### config.mk
export PLATFORM = sky130hd
export DESIGN_NAME = bit_seq_tx
export DESIGN_NICKNAME = d
export VERILOG_FILES = /design/src/rtl/seq_pkg.sv /design/src/rtl/seq101_tracker.sv /design/src/rtl/bit_seq_tx.sv
export SDC_FILE = /design/constraint.sdc
export NUM_CORES = 1
export LEC_CHECK = 0
export ABC_AREA = 1
export ABC_CLOCK_PERIOD_IN_PS = 1800
export BUFFER_PORTS_ARGS = -buffer_cell sky130_fd_sc_hd__buf_2
export CAP_MARGIN = 10
export CORE_UTILIZATION = 56
export DETAILED_ROUTE_END_ITERATION = 8
export HOLD_SLACK_MARGIN = 0.05
export PLACE_DENSITY_LB_ADDON = 0.15
export SLEW_MARGIN = 20
export SYNTH_ARGS = -nofsm -noshare
export SYNTH_HDL_FRONTEND = slang
export SYNTH_SLANG_ARGS = --single-unit
### constraint.sdc
create_clock -name clk -period 1.8 [get_ports clk]
set_input_delay 0 -clock clk [delete_from_list [all_inputs] [get_ports clk]]
set_output_delay 0 -clock clk [all_outputs]
set_load 0.02 [all_outputs]
### src/rtl/seq_pkg.sv
// Shared types for the "101" serial pattern transmitter and its golden tracker.
package seq_pkg;

  typedef enum logic [1:0] {
    IDLE = 2'b00,
    SEND = 2'b01,
    LAST = 2'b10,
    DONE = 2'b11
  } tx_state_t;

  // Encoding matches the downstream detector so state dumps line up.
  typedef enum logic [1:0] {
    T0 = 2'b00,
    T1 = 2'b01,
    T2 = 2'b10
  } trk_state_t;

endpackage

### src/rtl/seq101_tracker.sv
// Next-state and hit logic of the "101" Mealy detector, usable as a reference model.
module seq101_tracker
  import seq_pkg::*;
(
  input  trk_state_t i_state,
  input  logic       i_bit,
  output trk_state_t o_next,
  output logic       o_hit
);

  always_comb begin
    o_next = T0;
    o_hit  = 1'b0;
    case (i_state)
      T0: o_next = i_bit ? T1 : T0;
      // A second 1 drops back to T0 rather than staying in T1, as the detector does.
      T1: o_next = i_bit ? T0 : T2;
      T2: begin
        o_next = i_bit ? T1 : T0;
        o_hit  = i_bit;
      end
      default: o_next = T0;
    endcase
  end

endmodule

### src/rtl/bit_seq_tx.sv
// Serial pattern transmitter: shifts a loaded pattern out MSB-first, repeated,
// while tracking how many "101" hits the downstream detector must report.
module bit_seq_tx
  import seq_pkg::*;
#(
  parameter int WIDTH = 16,
  parameter int LEN_W = $clog2(WIDTH) + 1,
  parameter int CNT_W = 8
) (
  input  logic             clk,
  input  logic             reset,
  input  logic             load_valid,
  output logic             load_ready,
  input  logic [WIDTH-1:0] load_data,
  input  logic [LEN_W-1:0] load_len,
  input  logic [CNT_W-1:0] load_reps,
  input  logic             hold,
  output logic             x,
  output logic             x_valid,
  output logic             done,
  output logic [CNT_W-1:0] match_cnt
);

  localparam int IDX_W = $clog2(WIDTH);

  tx_state_t        r_state;
  trk_state_t       r_trk;
  logic [WIDTH-1:0] r_data;
  logic [IDX_W-1:0] r_idx;
  logic [IDX_W-1:0] r_last_idx;
  logic [CNT_W-1:0] r_rep;
  logic [CNT_W-1:0] r_match;
  logic             r_x;
  logic             r_xv;
  logic             r_done;

  logic [LEN_W-1:0] w_len;
  logic [CNT_W-1:0] w_reps;
  logic [IDX_W-1:0] w_last_idx;
  logic             w_bit;
  trk_state_t       w_trk_next;
  logic             w_hit;

  function automatic logic [CNT_W-1:0] sat_inc(input logic [CNT_W-1:0] v);
    return (&v) ? v : v + CNT_W'(1);
  endfunction

  assign w_len      = (load_len > LEN_W'(WIDTH)) ? LEN_W'(WIDTH) : load_len;
  assign w_reps     = (load_reps == '0) ? CNT_W'(1) : load_reps;
  assign w_last_idx = IDX_W'(w_len - LEN_W'(1));
  assign w_bit      = r_data[r_idx];

  seq101_tracker u_trk (
    .i_state (r_trk),
    .i_bit   (w_bit),
    .o_next  (w_trk_next),
    .o_hit   (w_hit)
  );

  // Pattern register is pure data: only captured on accept, never reset.
  always_ff @(posedge clk) begin
    if (r_state == IDLE && load_valid) r_data <= load_data;
  end

  always_ff @(posedge clk or posedge reset) begin
    if (reset) begin
      r_state    <= IDLE;
      r_trk      <= T0;
      r_idx      <= '0;
      r_last_idx <= '0;
      r_rep      <= '0;
      r_match    <= '0;
      r_x        <= 1'b0;
      r_xv       <= 1'b0;
      r_done     <= 1'b0;
    end else begin
      case (r_state)
        IDLE: begin
          if (load_valid) begin
            r_idx      <= w_last_idx;
            r_last_idx <= w_last_idx;
            r_rep      <= w_reps;
            r_match    <= '0;
            r_trk      <= T0;
            // An empty pattern skips straight to the done handshake.
            r_state    <= (w_len == '0) ? LAST : SEND;
          end
        end
        SEND: begin
          if (hold) begin
            r_xv <= 1'b0;
          end else begin
            r_x   <= w_bit;
            r_xv  <= 1'b1;
            r_trk <= w_trk_next;
            if (w_hit) r_match <= sat_inc(r_match);
            if (r_idx != '0) begin
              r_idx <= r_idx - IDX_W'(1);
            end else if (r_rep > CNT_W'(1)) begin
              r_rep <= r_rep - CNT_W'(1);
              r_idx <= r_last_idx;
            end else begin
              r_state <= LAST;
            end
          end
        end
        LAST: begin
          r_xv    <= 1'b0;
          r_done  <= 1'b1;
          r_state <= DONE;
        end
        DONE: begin
          r_done  <= 1'b0;
          r_state <= IDLE;
        end
        default: r_state <= IDLE;
      endcase
    end
  end

  assign load_ready = (r_state == IDLE);
  assign x          = r_x;
  assign x_valid    = r_xv;
  assign done       = r_done;
  assign match_cnt  = r_match;

endmodule

==> metrics.md, run 1 <==
| Metric | Value |
|---|---|
| Clk buf depth | 2 |
| Mapped Avg Cell Area | 8.168 um2 |
| Clock-pin slew on the worst setup and hold paths | 0.08 ns |
| PortBufs | 44 |
| Register area | 0.001256 mm2 |
| Final hold violation count | 0 |
| Drt wl/cell | 12.20 um |
| Tmin final | 1.707 ns |
| Antenna Cells | 0 |
| Skew final | 0.009503 ns |
| VDD IR max | 1171 uV |
| Max FO, Critical Path | 13 |
| Crit path launch type | flop |
| Synth async-reset ratio | 0.6596 |
| Pwr/cell area | 1542 mW/mm2 |
| Commonest non-fill, non-tap cell in the layout | nand2_1 |
| Critical path type | reg2reg |
| Reg2Reg Setup Slack | 0.09 ns |
| Most used flip-flop cell after synthesis | dfrtp_1 |
| GRT Overall Usage | 0.2353 |
| Rows | 24 |
| Most frequent cells in the layout | 70 x nand2_1, 44 x buf_2, 43 x inv_1 |
| Full die area | 0.004915 mm2 |
| Number of synthesized flops with an enable pin | 16 |
| Post-synth top area share | 0.2987 |
| CTS tree | yes |
| Die width | 70.11 um |
| Clock sinks | 47 |
| Vias in the first global route | 2155 |
| Mapped Nets | 360 |
| Setup-failing EPs final | 0 |
| Hpwl dp | 3863 um |
| Slowest-stage cell, CP | dfrtp_1 |
| Worst hold slack | 0.05355 ns |
| Nets | 439 |
| Worst slew pin tran | 0.3890 ns |
| Vias | 2367 |
| Antenna violations before repair | 0 |
| Number of max-cap violations | 0 |
| CP Cell Sequence | inv_1 > ha_1 > inv_1 > nor2_1 > a21oi_2 > o21ai_1 > inv_2 > buf_4 > nand2_4 > nand2_1 > nand2_1 |
| Final period utilization | 0.9484 |
| Multi-input gate area | 0.001147 mm2 |
| Post-Syn Instances | 318 |
| Largest net degree at the start of global routing | 32 |
| Final ANT Viol Nets | 0 |
| Leading post-synthesis cells by cell area | dfrtp_1 30%, edfxtp_1 18%, nand2_1 10% |
| CTS H-tree lvls | 2 |
| PnR Total Power | 0.005104 W |
| Relative slew margins | 0.7407 |
| WP data required | 1.99 ns |
| Warnings from Yosys | 0 |
| P&R area growth vs syn | 27.41% |
| Status | finished clean |
| DR DRC count | 0 |
| Via density | 5.260 |
| Seq/Total Area, Yosys | 0.4836 |
| Final Wtd Congestion | 0.8149 |
| Initial Util | 0.5884 |
| First-pass DRT Iterations | 5 |
| Crit end category | flop |
| Synth cell types | 33 |
| Clk_lat worst skew | 0.30 ns |
| Chip height | 70.11 um |
| Core ar. | 0.004414 mm2 |
| Achievable frequency | 585.8 MHz |
| Synth area leader | dfrtp_1 |
| Num CTS Buffers | 5 |
| Worst Hold Class | in2reg |
| DR iter-0 viols | 125 |
| Detailed Route WL | 5492 um |
| Io pins | 45 |
| Cell Area, Synth | 0.002597 mm2 |
| Critical path arrival | 1.90 ns |
| Fillers | 333 |
| Global-route wire length before repair | 9190 um |
| Unrepaired setup endpoints after global routing | true |
| CTS Root Cell | clkbuf_8 |
| Max Transition Viols Final | 0 |
| Grt ovf | 0 |
| Max incr delay on CP | 0.38 ns |
| Share of post-route cells with drive strength above 1 | 0.2211 |
| Seq cells post-synth | 47 |
| Lkg Pwr | 1.629 nW |
| Area after DPL | 0.002947 mm2 |
| Finished Cell Area | 0.003309 mm2 |
## timing repair
action | in CTS | in global routing
pin swaps | 0 | 1
setup buffers | 0 | 3
endpoints found under the hold margin | 49 | 0
cloned | 0 | 0
hold buffers | 19 | 0
gates resized for setup | 1 | 16
endpoints found under the setup margin | 1 | 23
## critical path: cells and delay by family (launching register included)
| family | cells | cell delay [ns] |
|---|---|---|
| DFF | 1 | 0.38 |
| buffers and inverters | 4 | 0.52 |
| adders and majority gates | 1 | 0.21 |
| AOI/OAI and AO/OA | 2 | 0.24 |
| and+or+nand+nor | 4 | 0.27 |
## where the power goes
group          internal (W)  switching [W]
clock              0.000416       0.000339
combinational       0.00102        0.00164
sequential          0.00148       0.000210
total               0.00292        0.00218
## cell usage after synthesis (all sizes together) (4+ instances only)
| cell type | n |
|---|---|
| nor2 | 28 |
| nor3 | 5 |
| nand3 | 30 |
| edfxtp | 16 |
| nand2 | 76 |
| o22ai | 5 |
| buf | 4 |
| ha | 9 |
| a21oi | 14 |
| o21ai | 31 |
| inv | 47 |
| dfrtp | 31 |
## cell families (layout without fill, tap and decap cells)
family / count (synthesis) / count (layout) / share of synthesized area
and+or+nand+nor: 144 / 144 / 0.2433
DFF: 47 / 47 / 0.4836
AOI/OAI and AO/OA: 58 / 58 / 0.1248
muxes: 1 / 1 / 0.004335
adders and majority gates: 9 / 9 / 0.04335
buffers and inverters: 55 / 135 / 0.08718
xor gates and xnor gates: 4 / 4 / 0.01349
## layout make-up
| type | instances | share of cell area |
|---|---|---|
| flip-flops and latches | 47 | 0.3796 |
| multi-input cells | 216 | 0.3467 |
| inverters | 48 | 0.05558 |
| clock inverters | 1 | 0.009074 |
| clock buffers | 7 | 0.02306 |
| well taps | 52 | 0.01966 |
| repair buffers | 79 | 0.1664 |
## final timing paths
check | end | startpoint | depth (start not counted)
worst min-delay path | r_rep[4] | load_reps[4] | 5
worst max-delay path | match_cnt[5] | r_state[0] | 11
worst min register to register | x_valid | x_valid | 2
max in group asynchronous | r_state[0] | reset | 4
min in group asynchronous | match_cnt[7] | reset | 4
worst max register to register | match_cnt[5] | r_state[0] | 11
## flip-flops by register name, summed over array words and instances (netlist names)
name and cells:
r_last_idx 4, r_rep 8, x 1, r_idx 4
r_trk 2, match_cnt 8, done 1, r_state 2
r_data 16, x_valid 1
## metal layers
metal | wire length [um] | global-route usage
met1 | 2593 | 0.3180
met2 | 2526 | 0.3793
met3 | 285 | 0.04185
met4 | 85 | 0.08889
met5 | 0 | 0
## stage by stage
stage | TNS [ns] | instances | setup slack, ns | util
after floorplan | 0 | 318 | 0.04948 | -
after global placement | 0 | 420 | 0.07030 | 0.6675
after detailed placement | 0 | 420 | 0.04934 | 0.6675
after CTS | 0 | 447 | 0.02365 | 0.7347
after global routing | -0.1085 | 450 | -0.02605 | 0.7497
final | 0 | 450 | 0.09291 | 0.7497
(Power assumes the default switching activity.)
==> run 2: changes to the inputs <==
--- a/config.mk
+++ b/config.mk
@@ -6,10 +6,9 @@
 export NUM_CORES = 1
 export LEC_CHECK = 0
 export ABC_AREA = 1
-export ABC_CLOCK_PERIOD_IN_PS = 1800
+export ABC_CLOCK_PERIOD_IN_PS = 2110
 export BUFFER_PORTS_ARGS = -buffer_cell sky130_fd_sc_hd__buf_2
-export CAP_MARGIN = 10
-export CORE_UTILIZATION = 56
+export CORE_UTILIZATION = 60
 export DETAILED_ROUTE_END_ITERATION = 8
 export HOLD_SLACK_MARGIN = 0.05
 export PLACE_DENSITY_LB_ADDON = 0.15
==> constraint.sdc (replaced) <==
create_clock -name clk -period 2.11 [get_ports clk]
set_input_delay 0 -clock clk [delete_from_list [all_inputs] [get_ports clk]]
set_output_delay 0 -clock clk [all_outputs]
set_load 0.02 [all_outputs]
==> run 2 against run 1 <==
Power fell by 18%. Final cell count fell by 1.6%. Highest routed layer unchanged. Clock-buffer cell count fell by 1. Clock skew barely moved. Largest power group unchanged. Setup slack improved by 0.11 ns. Sequential power fell by 12%.
==> metrics.md, run 2 (synthesis gave the netlist of run 1 again) <==
| Metric | Value |
|---|---|
| Status | finished clean |
| Pwr/cell area | 1292 mW/mm2 |
| Share of post-route cells with drive strength above 1 | 0.1908 |
| Largest net degree at the start of global routing | 32 |
| Full die area | 0.004596 mm2 |
| Unrepaired setup endpoints after global routing | false |
| VDD IR max | 901.3 uV |
| Grt met3 use | 0.05405 |
| Crit path top cell by count | o21ai_0 |
| CTS tree | yes |
| Clock-pin slew on the worst setup and hold paths | 0.08 ns |
| Initial Util | 0.6356 |
| Commonest non-fill, non-tap cell in the layout | nand2_1 |
| Antenna violations before repair | 0 |
| Via density | 5.287 |
| Setup_tns | 0 ns |
| DR DRC count | 0 |
| GRT busiest layer | met2 |
| CP Cell Sequence | inv_4 > ha_1 > nand2_1 > nor2_2 > nor2_1 > inv_1 > nand3_4 > a21oi_1 > o21ai_0 > o21ai_0 |
| Rows | 23 |
| Nets | 434 |
| Critical path buffer and inverter count | 2 |
| PnR Total Power | 0.004198 W |
| Num CTS Buffers | 5 |
| Relative slew margins | 0.7352 |
| Grt ovf | 0 |
| CTS Root Cell | clkbuf_8 |
| Tmin final | 1.909 ns |
| First-pass DRT Iterations | 4 |
| Critical path arrival | 2.12 ns |
| Final WS setup | 0.2009 ns |
| PortBufs | 44 |
| Post-placement setup slack | 0.1389 ns |
| Crit end category | flop |
| Skew final | 0.009190 ns |
| Clock sinks | 47 |
| Final period utilization | 0.9048 |
| GRT Overall Usage | 0.2738 |
| Hpwl dp | 3821 um |
| Final Wtd Congestion | 0.8573 |
| Final ANT Viol Nets | 0 |
| Max FO, Critical Path | 11 |
| Most frequent cells in the layout | 71 x nand2_1, 44 x inv_1, 44 x buf_2 |
| Die width | 67.80 um |
| Setup-failing EPs final | 0 |
| CTS H-tree lvls | 2 |
| P&R area growth vs syn | 25.05% |
| Global-route wire length before repair | 9287 um |
| Chip height | 67.80 um |
| M1 GR Usage | 0.3445 |
| Antenna Cells | 0 |
| Slowest-stage cell, CP | dfrtp_2 |
| Final hold violation count | 0 |
| Max incr delay on CP | 0.50 ns |
| Clk_lat worst skew | 0.30 ns |
| Vias | 2342 |
| Core ar. | 0.004086 mm2 |
| Largest reg by FF count | r_data |
| Fillers | 282 |
| Met2 usage | 0.4802 |
| Achievable frequency | 523.8 MHz |
| Worst Hold Class | in2reg |
| Detailed Route WL | 5639 um |
| Crit path launch type | flop |
| Cell Count, Final, Fillers Out | 443 |
| Io pins | 45 |
| WP data required | 2.32 ns |
| Max reg flops | 16 |
| Clk buf depth | 2 |
| Vias in the first global route | 2148 |
| Placed Cells | 412 |
| Max Transition Viols Final | 0 |
| DR iter-0 viols | 180 |
| Number of max-cap violations | 0 |
| Worst slew pin tran | 0.3973 ns |
| Critical path type | reg2reg |
| Drt wl/cell | 12.73 um |
| Lkg Pwr | 1.609 nW |
| Family with the most delay on the worst path | flip-flops |
run 2: cell count changes in the layout (fill, tap and decap cells not counted), moves of 2 or more:
cell and change:
dlygate4sd3_1 +4, o21ai_1 -3, inv_2 -2, ha_1 +2
buf_4 -7, o21ai_0 +3, ha_2 -2, clkbuf_1 -2
run 2: worst register-to-register path, stage by stage, from the launching register on:
cell     delay, ns
dfrtp_2       0.50
inv_4         0.15
ha_1          0.17
nand2_1       0.10
nor2_2        0.18
nor2_1        0.06
inv_1         0.11
nand3_4       0.15
a21oi_1       0.16
o21ai_0       0.12
o21ai_0       0.11
run 2: timing repair:
item	in CTS	in global routing
gates resized for setup	0	6
hold endpoints to repair	53	0
hold buffers	23	0
buffers inserted	0	0
setup endpoints to repair	0	7
run 2: path summary, 6_finish.rpt:
| check | from | cells past startpoint | slack [ns] | end |
|---|---|---|---|---|
| max | r_idx[0] | 10 | 0.20 | r_rep[7] |
| min | load_reps[6] | 3 | 0.06 | r_rep[6] |
| max reg2reg | r_idx[0] | 10 | 0.20 | r_rep[7] |
| min reg2reg | r_last_idx[1] | 2 | 0.49 | r_last_idx[1] |
| max in group asynchronous | reset | 4 | 1.47 | r_idx[0] |
| min in group asynchronous | reset | 4 | 0.32 | match_cnt[1] |
run 2: report_power, final:
part	internal, W	switching (W)
registers	0.00127	0.000222
logic	0.000734	0.00128
clock network	0.000384	0.000309
run 2: stage by stage:
step                instance area [um2]  hold slack, ns    util
floorplan                          2597         0.09561       -
CTS                                3234         0.05435  0.7915
global route                       3248         0.07074  0.7949
detailed placement                 2887         0.09976  0.7064
global placement                   2887         0.09601  0.7064
finish                             3248         0.06214  0.7949
run 2: area by class of cell:
class	instances	area [um2]	area share
repair buffers	74	503.0	0.1549
well taps	50	62.56	0.01926
clock buffers	6	82.58	0.02542
inverters	48	182.7	0.05624
flip-flops and latches	47	1257	0.3871
clock inverters	2	35.03	0.01079
multi-input cells	216	1125	0.3463
run 2: layer usage:
metal | part of all wire | vias to the layer above
met5 | 0 | -
met4 | 0.0092 | 0
met3 | 0.034 | 6
met2 | 0.50 | 54
met1 | 0.46 | 1091
li1 | - | 1191
